### config.mk
export PLATFORM = sky130hd
export DESIGN_NAME = commit_trace_tx_flat
export DESIGN_NICKNAME = d
export VERILOG_FILES = /design/src/rtl/commit_trace_tx_if.sv /design/src/rtl/commit_trace_tx.sv /design/src/flat_wrapper.sv
export SDC_FILE = /design/constraint.sdc
export NUM_CORES = 1
export LEC_CHECK = 0
export BUFFER_PORTS_ARGS = -buffer_cell sky130_fd_sc_hd__buf_2
export CAP_MARGIN = 25
export CORE_UTILIZATION = 57
export DETAILED_ROUTE_END_ITERATION = 10
export PLACE_DENSITY = 0.88
export SETUP_SLACK_MARGIN = 0.1
export SLEW_MARGIN = 20
export SYNTH_ARGS = -nofsm -noshare
export SYNTH_HDL_FRONTEND = slang
export SYNTH_SLANG_ARGS = --single-unit
### constraint.sdc
create_clock -name clk -period 6.4 [get_ports clk]
set_clock_uncertainty 0.1 [all_clocks]
set_input_delay 0.96 -clock clk [delete_from_list [all_inputs] [get_ports clk]]
set_output_delay 0.96 -clock clk [all_outputs]
set_load 0.02 [all_outputs]
### src/rtl/commit_trace_tx_if.sv
// Commit trace bundle: retirement capture bus from the core plus the outgoing trace word stream.
// Latency: none, wires only.
// Backpressure: tx_ready_i from the stream sink; the capture side has no backpressure (drops instead).
interface commit_trace_tx_if #(
  parameter int XLEN = 32
);
  logic            update_i;
  logic [XLEN-1:0] pc_i;
  logic [XLEN-1:0] instr_i;
  logic [4:0]      reg_addr_i;
  logic [XLEN-1:0] reg_data_i;
  logic            reg_we_i;
  logic            mem_read_en_i;
  logic            mem_write_en_i;
  logic [XLEN-1:0] mem_read_addr_i;
  logic [XLEN-1:0] mem_write_addr_i;
  logic [XLEN-1:0] mem_write_data_i;
  logic [1:0]      store_size_i;
  logic [31:0]     tx_data_o;
  logic            tx_valid_o;
  logic            tx_last_o;
  logic            tx_ready_i;
  logic            overflow_o;
  logic [15:0]     drop_count_o;
  logic            busy_o;

  // Core / stream-sink side.
  modport master (
    output update_i, pc_i, instr_i, reg_addr_i, reg_data_i, reg_we_i,
           mem_read_en_i, mem_write_en_i, mem_read_addr_i, mem_write_addr_i,
           mem_write_data_i, store_size_i, tx_ready_i,
    input  tx_data_o, tx_valid_o, tx_last_o, overflow_o, drop_count_o, busy_o
  );

  // Trace transmitter side.
  modport slave (
    input  update_i, pc_i, instr_i, reg_addr_i, reg_data_i, reg_we_i,
           mem_read_en_i, mem_write_en_i, mem_read_addr_i, mem_write_addr_i,
           mem_write_data_i, store_size_i, tx_ready_i,
    output tx_data_o, tx_valid_o, tx_last_o, overflow_o, drop_count_o, busy_o
  );
endinterface

### src/rtl/commit_trace_tx.sv
// Commit trace transmitter: classifies retire events, queues them, serializes each as a 32-bit word packet.
// Latency: update_i in cycle N reaches tx as HDR in cycle N+2 (FIFO empty, serializer idle).
// Backpressure: tx_ready_i stalls the serializer with data held; a full FIFO drops new events and counts them.
module commit_trace_tx #(
  parameter int XLEN       = 32,
  parameter int FIFO_DEPTH = 4
) (
  input logic               clk,
  input logic               rst,
  commit_trace_tx_if.slave  bus
);
  localparam int PW = $clog2(FIFO_DEPTH);
  localparam int CW = PW + 1;
  localparam logic [CW-1:0] FULL_CNT = CW'(FIFO_DEPTH);

  localparam logic [1:0] KIND_PLAIN = 2'd0;
  localparam logic [1:0] KIND_REGWR = 2'd1;
  localparam logic [1:0] KIND_LOAD  = 2'd2;
  localparam logic [1:0] KIND_STORE = 2'd3;

  // One queued record; w3/w4 are the kind-dependent trailing words.
  typedef struct packed {
    logic [7:0]  seq;
    logic [1:0]  kind;
    logic [4:0]  rd;
    logic [1:0]  size;
    logic [31:0] pc;
    logic [31:0] instr;
    logic [31:0] w3;
    logic [31:0] w4;
  } rec_t;

  typedef enum logic {IDLE, SEND} state_t;

  function automatic logic [2:0] nwords(input logic [1:0] k);
    case (k)
      KIND_STORE, KIND_LOAD: return 3'd5;
      KIND_REGWR:            return 3'd4;
      default:               return 3'd3;
    endcase
  endfunction

  rec_t          mem [FIFO_DEPTH];
  logic [PW-1:0] wr_ptr, rd_ptr;
  logic [CW-1:0] count;
  logic [7:0]    seq;
  logic          overflow;
  logic [15:0]   drop_count;

  rec_t          cap, cur, cur_n;
  state_t        state, state_n;
  logic [2:0]    idx, idx_n;
  logic [2:0]    cur_nw;
  logic          push_req, push, pop, drop, full, hs, last_word;
  logic [31:0]   hdr;

  // Build the record for the current event: classify and mask store data.
  always_comb begin
    cap       = '0;
    cap.seq   = seq;
    cap.pc    = pc_i_32();
    cap.instr = bus.instr_i[31:0];
    if (bus.mem_write_en_i) begin
      cap.kind = KIND_STORE;
      cap.size = bus.store_size_i;
      cap.w3   = bus.mem_write_addr_i[31:0];
      case (bus.store_size_i)
        2'b00:   cap.w4 = {24'b0, bus.mem_write_data_i[7:0]};
        2'b01:   cap.w4 = {16'b0, bus.mem_write_data_i[15:0]};
        default: cap.w4 = bus.mem_write_data_i[31:0];
      endcase
    end else if (bus.mem_read_en_i && bus.reg_addr_i != 5'd0) begin
      cap.kind = KIND_LOAD;
      cap.rd   = bus.reg_addr_i;
      cap.w3   = bus.reg_data_i[31:0];
      cap.w4   = bus.mem_read_addr_i[31:0];
    end else if (!bus.mem_read_en_i && bus.reg_we_i && bus.reg_addr_i != 5'd0) begin
      cap.kind = KIND_REGWR;
      cap.rd   = bus.reg_addr_i;
      cap.w3   = bus.reg_data_i[31:0];
    end else begin
      cap.kind = KIND_PLAIN;
    end
  end

  function automatic logic [31:0] pc_i_32();
    return bus.pc_i[31:0];
  endfunction

  // Handshake bookkeeping; a pop on the same edge frees the slot a full-FIFO push needs.
  always_comb begin
    full      = (count == FULL_CNT);
    cur_nw    = nwords(cur.kind);
    last_word = (state == SEND) && (idx == cur_nw - 3'd1);
    hs        = (state == SEND) && bus.tx_ready_i;
    pop       = (count != '0) && ((state == IDLE) || (hs && last_word));
    push_req  = bus.update_i && (bus.pc_i != '0);
    push      = push_req && (!full || pop);
    drop      = push_req && full && !pop;
  end

  // Record storage; contents need no reset since count gates every read.
  always_ff @(posedge clk) begin
    if (push) mem[wr_ptr] <= cap;
  end

  // FIFO pointers and occupancy.
  always_ff @(posedge clk) begin
    if (rst) begin
      wr_ptr <= '0;
      rd_ptr <= '0;
      count  <= '0;
    end else begin
      if (push) wr_ptr <= wr_ptr + 1'b1;
      if (pop)  rd_ptr <= rd_ptr + 1'b1;
      if (push && !pop)      count <= count + 1'b1;
      else if (pop && !push) count <= count - 1'b1;
    end
  end

  // Sequence number advances for every non-zero-pc event, dropped or not, so drops show as gaps.
  always_ff @(posedge clk) begin
    if (rst) begin
      seq        <= '0;
      overflow   <= 1'b0;
      drop_count <= '0;
    end else begin
      if (push_req) seq <= seq + 8'd1;
      if (drop) begin
        overflow <= 1'b1;
        if (drop_count != 16'hFFFF) drop_count <= drop_count + 16'd1;
      end
    end
  end

  // Serializer state register.
  always_ff @(posedge clk) begin
    if (rst) begin
      state <= IDLE;
      idx   <= '0;
      cur   <= '0;
    end else begin
      state <= state_n;
      idx   <= idx_n;
      cur   <= cur_n;
    end
  end

  // Serializer next state: load straight from the FIFO on the last handshake so packets abut.
  always_comb begin
    state_n = state;
    idx_n   = idx;
    cur_n   = cur;
    if (pop) begin
      state_n = SEND;
      idx_n   = '0;
      cur_n   = mem[rd_ptr];
    end else if (hs && last_word) begin
      state_n = IDLE;
      idx_n   = '0;
    end else if (hs) begin
      idx_n = idx + 3'd1;
    end
  end

  // Serializer outputs: word mux driven only by registered state, so it holds while stalled.
  always_comb begin
    hdr            = {8'hA5, cur.seq, 1'b0, cur.kind, cur.rd, cur.size, cur_nw, 3'b000};
    bus.tx_valid_o = (state == SEND);
    bus.tx_last_o  = last_word;
    bus.tx_data_o  = '0;
    if (state == SEND) begin
      case (idx)
        3'd0:    bus.tx_data_o = hdr;
        3'd1:    bus.tx_data_o = cur.pc;
        3'd2:    bus.tx_data_o = cur.instr;
        3'd3:    bus.tx_data_o = cur.w3;
        3'd4:    bus.tx_data_o = cur.w4;
        default: bus.tx_data_o = '0;
      endcase
    end
    bus.busy_o       = (count != '0) || (state == SEND);
    bus.overflow_o   = overflow;
    bus.drop_count_o = drop_count;
  end
endmodule

### src/flat_wrapper.sv
// flat-port wrapper written by rule: the top's interface ports become plain ports
module commit_trace_tx_flat 
#(
  parameter int XLEN       = 32,
  parameter int FIFO_DEPTH = 4
)
  (clk, rst, bus_update_i, bus_pc_i, bus_instr_i, bus_reg_addr_i, bus_reg_data_i, bus_reg_we_i, bus_mem_read_en_i, bus_mem_write_en_i, bus_mem_read_addr_i, bus_mem_write_addr_i, bus_mem_write_data_i, bus_store_size_i, bus_tx_ready_i, bus_tx_data_o, bus_tx_valid_o, bus_tx_last_o, bus_overflow_o, bus_drop_count_o, bus_busy_o);
  commit_trace_tx_if #(.XLEN(XLEN)) bus_i ();
  input logic clk;
  input logic rst;
  input wire logic [$bits(bus_i.update_i)-1:0] bus_update_i;
  input wire logic [$bits(bus_i.pc_i)-1:0] bus_pc_i;
  input wire logic [$bits(bus_i.instr_i)-1:0] bus_instr_i;
  input wire logic [$bits(bus_i.reg_addr_i)-1:0] bus_reg_addr_i;
  input wire logic [$bits(bus_i.reg_data_i)-1:0] bus_reg_data_i;
  input wire logic [$bits(bus_i.reg_we_i)-1:0] bus_reg_we_i;
  input wire logic [$bits(bus_i.mem_read_en_i)-1:0] bus_mem_read_en_i;
  input wire logic [$bits(bus_i.mem_write_en_i)-1:0] bus_mem_write_en_i;
  input wire logic [$bits(bus_i.mem_read_addr_i)-1:0] bus_mem_read_addr_i;
  input wire logic [$bits(bus_i.mem_write_addr_i)-1:0] bus_mem_write_addr_i;
  input wire logic [$bits(bus_i.mem_write_data_i)-1:0] bus_mem_write_data_i;
  input wire logic [$bits(bus_i.store_size_i)-1:0] bus_store_size_i;
  input wire logic [$bits(bus_i.tx_ready_i)-1:0] bus_tx_ready_i;
  output wire logic [$bits(bus_i.tx_data_o)-1:0] bus_tx_data_o;
  output wire logic [$bits(bus_i.tx_valid_o)-1:0] bus_tx_valid_o;
  output wire logic [$bits(bus_i.tx_last_o)-1:0] bus_tx_last_o;
  output wire logic [$bits(bus_i.overflow_o)-1:0] bus_overflow_o;
  output wire logic [$bits(bus_i.drop_count_o)-1:0] bus_drop_count_o;
  output wire logic [$bits(bus_i.busy_o)-1:0] bus_busy_o;
  assign bus_i.update_i = bus_update_i;
  assign bus_i.pc_i = bus_pc_i;
  assign bus_i.instr_i = bus_instr_i;
  assign bus_i.reg_addr_i = bus_reg_addr_i;
  assign bus_i.reg_data_i = bus_reg_data_i;
  assign bus_i.reg_we_i = bus_reg_we_i;
  assign bus_i.mem_read_en_i = bus_mem_read_en_i;
  assign bus_i.mem_write_en_i = bus_mem_write_en_i;
  assign bus_i.mem_read_addr_i = bus_mem_read_addr_i;
  assign bus_i.mem_write_addr_i = bus_mem_write_addr_i;
  assign bus_i.mem_write_data_i = bus_mem_write_data_i;
  assign bus_i.store_size_i = bus_store_size_i;
  assign bus_i.tx_ready_i = bus_tx_ready_i;
  assign bus_tx_data_o = bus_i.tx_data_o;
  assign bus_tx_valid_o = bus_i.tx_valid_o;
  assign bus_tx_last_o = bus_i.tx_last_o;
  assign bus_overflow_o = bus_i.overflow_o;
  assign bus_drop_count_o = bus_i.drop_count_o;
  assign bus_busy_o = bus_i.busy_o;
  commit_trace_tx #(.XLEN(XLEN), .FIFO_DEPTH(FIFO_DEPTH)) u_core (.clk(clk), .rst(rst), .bus(bus_i));
endmodule
=== Yosys cells after proc, flatten, opt, wreduce, memory -nomap -nowiden ===
Memory sizes are Yosys's and may differ from the RTL's. A register that Yosys moved wholly into a read port is not among the register bits.
Cells that the tools add are included.

* Bits in registers: 36
* RAM bits: 580
* Input port bits: 206
* Output and inout bits: 52
* Word-level logic and storage cells: 79
* Memories kept: 1

* Add/subtract/negate cells: 8
* Equal/unequal tests: 11
* Multiplexer cells: 20
* Bitwise logic cells: 1
* Reductions and logical operators: 30

{| class="wikitable"
|+ Memory list
! name !! words !! width !! rd ports !! clocked after memory_dff !! write ports !! RTL line !! RTL
|-
| u_core.mem || 4 || 145 || 1 || 1 || 1 || commit_trace_tx.sv:43 || <nowiki>rec_t mem [FIFO_DEPTH];</nowiki>
|}

{| class="wikitable"
|+ Operator list
! cell !! count
|-
| 32-bit case mux with 5 select lines || 1
|-
| 32-bit two-way mux || 4
|-
| 64-bit two-way mux || 1
|-
| 32-bit case mux with 2 select lines || 1
|-
| 32-bit nonzero test || 1
|-
| 16-bit by 1-bit adder with 16-bit output, second input constant || 1
|-
| 16-bit inequality test, second input constant || 1
|-
| 1-bit logical AND || 13
|-
| 5-bit two-way mux || 2
|-
| 8-bit by 1-bit adder with 8-bit output, second input constant || 1
|-
| 7-bit two-way mux || 1
|-
| 3-bit by 1-bit adder with 3-bit output, second input constant || 2
|-
| 3-bit by 2-bit == test with 1-bit output, second input constant || 2
|-
| 3-bit == test, second input constant || 2
|-
| 3-bit two-way mux || 2
|-
| 3-bit case mux with 2 select lines || 1
|-
| 3-bit by 1-bit subtractor with 3-bit output, second input constant || 2
|-
| 1-bit two-way mux || 5
|-
| 5-bit nonzero test || 1
|-
| 2-bit by 1-bit adder with 2-bit output, second input constant || 2
|-
| 2-bit by 1-bit == test with 1-bit output, second input constant || 2
|-
| 2-bit == test, second input constant || 2
|-
| 1-bit zero test || 4
|-
| 2-bit two-way mux || 2
|-
| 11 further kinds || 14
|}

=== Logic depth before layout (Yosys ltp) ===
* Depth in word-level cells: 15
* Mapped depth: 14
* Mapped depth without buffers: 13

=== Least setup slack after synthesis ===
No wires, ideal clock.

* Kind: input to register
* Start: input port bus_update_i
* End: memory u_core.mem[0][0] (netlist name), enable pin
* Setup time: 522 ps
* Arrival: 4975 ps
* Slack: 803 ps
* Stages: 5
* Path buffers: 2
* Cell sequence: clkbuf_1 -> o21ai_2 -> nor2b_1 -> buf_2 -> and2_1

* Cells in the longest elaborated chain, start to end: 4

{| class="wikitable"
|+ RTL lines
! item !! RTL line !! RTL
|-
| start: declaration || flat_wrapper.sv:11 || <nowiki>input wire logic [$bits(bus_i.update_i)-1:0] bus_update_i;</nowiki>
|-
| 1-bit logical AND || commit_trace_tx.sv:97 || <nowiki>push_req = bus.update_i && (bus.pc_i != '0);</nowiki>
|-
| 1-bit logical AND || commit_trace_tx.sv:98 || <nowiki>push = push_req && (!full || pop);</nowiki>
|-
| via u_core.push || commit_trace_tx.sv:54 || <nowiki>logic push_req, push, pop, drop, full, hs, last_word;</nowiki>
|-
| 1-bit two-way mux || commit_trace_tx.sv:104 || <nowiki>if (push) mem[wr_ptr] <= cap;</nowiki>
|-
| 1-bit two-way mux (implied by the code) || commit_trace_tx.sv:104 ||
|-
| end: declaration || commit_trace_tx.sv:43 ||
|}

The timed path passes the listed nets, and every way through them passes these cells.

=== Worst setup path in the final report ===
* Start: register u_core.idx[0]
* End: output port bus_tx_data_o[1]

* Cells in the longest elaborated chain, start to end: 3

{| class="wikitable"
|+ RTL lines
! item !! RTL line !! RTL
|-
| start: declaration || commit_trace_tx.sv:52 || <nowiki>logic [2:0] idx, idx_n;</nowiki>
|-
| start signal: assignment || commit_trace_tx.sv:144 || <nowiki>idx <= idx_n;</nowiki>
|-
| 3-bit == test (tied with other cells) || commit_trace_tx.sv:173 || <nowiki>case (idx)</nowiki>
|-
| 32-bit case mux with 5 select lines * || commit_trace_tx.sv:173 ||
|-
| 32-bit two-way mux * || commit_trace_tx.sv:172 || <nowiki>if (state == SEND) begin</nowiki>
|-
| end: declaration || flat_wrapper.sv:24 || <nowiki>output wire logic [$bits(bus_i.tx_data_o)-1:0] bus_tx_data_o;</nowiki>
|}

Mark *: on every way between the ends. The rest lies on a longest branch, timed or not.

==> metrics <==
top cells by area, synth edfxtp_1, dfxtp_1, mux4_2, a21oi_1, nand3_1; fin. max-slew vios 0; final core occ 0.661; CTS Buf Count between 70 and 80; status finished clean; Mapped Area between 30000 and 40000 um^2; Primary FF master, synth edfxtp_1; leading area contributor after synthesis edfxtp_1; Worst-Skew Late Latency just over 600 ps; Reg power frac 0.451; crit path launch type register; Non-Filler Instances about 2900; mean post-synth cell area ~16 um^2; Period minus WS final 4470 ps; cell count after placement ~2700; port buffer count between 200 and 300; Net Switching between 4000 and 5000 uW; DR iter-0 viols between 3000 and 4000; largest net degree at the start of global routing 150; post-synthesis sequential area ratio 0.699; Final Cycle Share 0.698; Post-DRT Antenna Nets 0; CTS resizes 0; Routed WL per cell about 28 um; cells after synthesis 1919; Core Area about 52000 um^2; CTS tree built; worst path arrival time 3410 ps; TNS Setup 0 ps; crit path from u_core.idx[0]; critical path endpoint category primary output; initial antenna violation count 4; area grow syn2layout 13.7%; Starting Density 0.582; Syn. warnings 0; Worst slew margin 0.302; Power Internal slightly below 10000 uW; RSZ-0062 raised after global routing no; Post-synth EDFFs 580; site row count 83; Static Leak between 0.01 and 0.015 uW; max-cap violations 0; Worst-path clk slew ~60 ps; FFs w/ async S/R, synth 0; grt total ovfl 0; Synth Register Bits roughly 760; first-pass GRT wire length 117 mm; crit path kind register to primary output; fmax 0.224 GHz; final WL approximately 79 mm; # IOs around 260; Synth cell types 60; worst reg-to-reg setup slack ~2000 ps; DRC 0; Total Routing Usage GR 0.296; RR Startpoint u_core.cur[135]; hold buffer count at CTS 0; PwrDens approximately 430 nW/um^2; actual slew at the worst max-slew pin about 1000 ps; total die area roughly 54000 um^2; Syn Nets approximately 2100; Clock power frac 0.288; VDD IR max about 320 uV; fin nets approximately 2300; HPWL after DPL between 40 and 50 mm; post-synth top area share 0.579; hold wc startpoint u_core.cur[33]; routed vias/inst roughly 6.8; fraction of layout instances using a drive strength above 1 0.259; switch share 0.326; CP Max Fanout 28; post-CTS setup buffer count 0; die span in y approximately 230 um; HP Class register to register; CTS root buffer clkbuf_16; most common cell in the netlist edfxtp_1; Final Setup Violations 0; clock sink count between 700 and 800; Data required, critical path 5340 ps; clock tree buffer depth 3; via count just under 20000; Chip Width 232 um; H-tree levels 3; Synth top cells by count edfxtp_1, dfxtp_1, a21oi_1; combinational power share 0.261; Final Hold Vio Count 0; DR pass1 iterations 7; gpl congestion slightly below 1; vias in the first global route 18600
-- logic make-up (layout without fill, tap and decap cells) --
kind of cell | count (synthesis) | after routing | synth area share
adder cells (fa/ha/maj) | 14 | 14 | 0.00607
buffers and inverters | 173 | 433 | 0.0238
AND/OR/NAND/NOR | 312 | 312 | 0.0526
multiplexers | 162 | 162 | 0.115
XOR/XNOR | 10 | 10 | 0.00353
flip-flops | 761 | 761 | 0.699
other | 0 | 3 | 0
AO/OA/AOI/OAI | 487 | 487 | 0.0999
-- power by group through the flow --
stage          Sequential [uW]  Clock [uW]  Combinational [uW]
6_report                  6570        4200                3800
5_1_grt                   6590        4400                4000
4_1_cts                   6530        4210                3730
3_5_place_dp              6610           0                3660
3_3_place_gp              6600           0                3520
2_1_floorplan             6310           0                2750
-- path summary, 6_finish.rpt --
kind,to,depth (start not counted)
setup / recovery,bus_tx_data_o[1],6
hold / removal,u_core.cur[33],2
setup reg to reg,u_core.mem[0][18],10
hold reg to reg,u_core.cur[33],2
-- critical path, stage by stage (launching register included) --
cell and delay (ps):
dfxtp_1 390, inv_1 160, ha_1 640, and2_2 680, a22oi_1 140, a21oi_1 500
buf_2 270
-- layer usage --
metal  global-route usage  wire (um)
met3               0.0731       9770
met2                0.472      38000
met4                0.113       3270
met1                0.395      28200
met5                    0         11
-- state kept, by name, summed over array words and instances (netlist names) --
register and cells:
u_core.rd_ptr 2, u_core.bus.tx_valid_o 1, u_core.idx 3, u_core.bus.overflow_o 1, u_core.bus.drop_count_o 16, u_core.wr_ptr 2
u_core.seq 8, u_core.cur 145, u_core.mem 580, u_core.count 3
-- layout make-up --
type,count,area [um^2]
Clock inverter,30,180
Tap cell,680,851
Clock buffer,107,2140
Antenna cell,3,7.51
Fill cell,3331,17500
Sequential cell,761,21000
Inverter,13,48.8
Multi-Input combinational cell,985,8390
Timing Repair Buffer,283,1540
-- cells in the final DEF, fill, tap and decap left out, types with 21 or more instances in the layout --
master	n
clkbuf_16	79
nor2_1	35
buf_4	21
a22o_1	70
clkbuf_1	22
buf_2	256
a21oi_1	173
a22oi_1	42
dfxtp_1	179
edfxtp_1	580
o21ai_0	143
nand3_1	154
nand2_1	39
mux4_2	145
-- metrics by stage --
stage	setup slack [ps]	total power, uW	hold slack, ps	area, um^2
6_report	1930	14600	390	34200
5_1_grt	1750	15000	401	34200
4_1_cts	1680	14500	383	34200
3_5_place_dp	1700	10300	373	31900
3_3_place_gp	1750	10100	363	31800
2_1_floorplan	803	9060	353	30100
No activity file was read; power rests on OpenSTA's default activity.
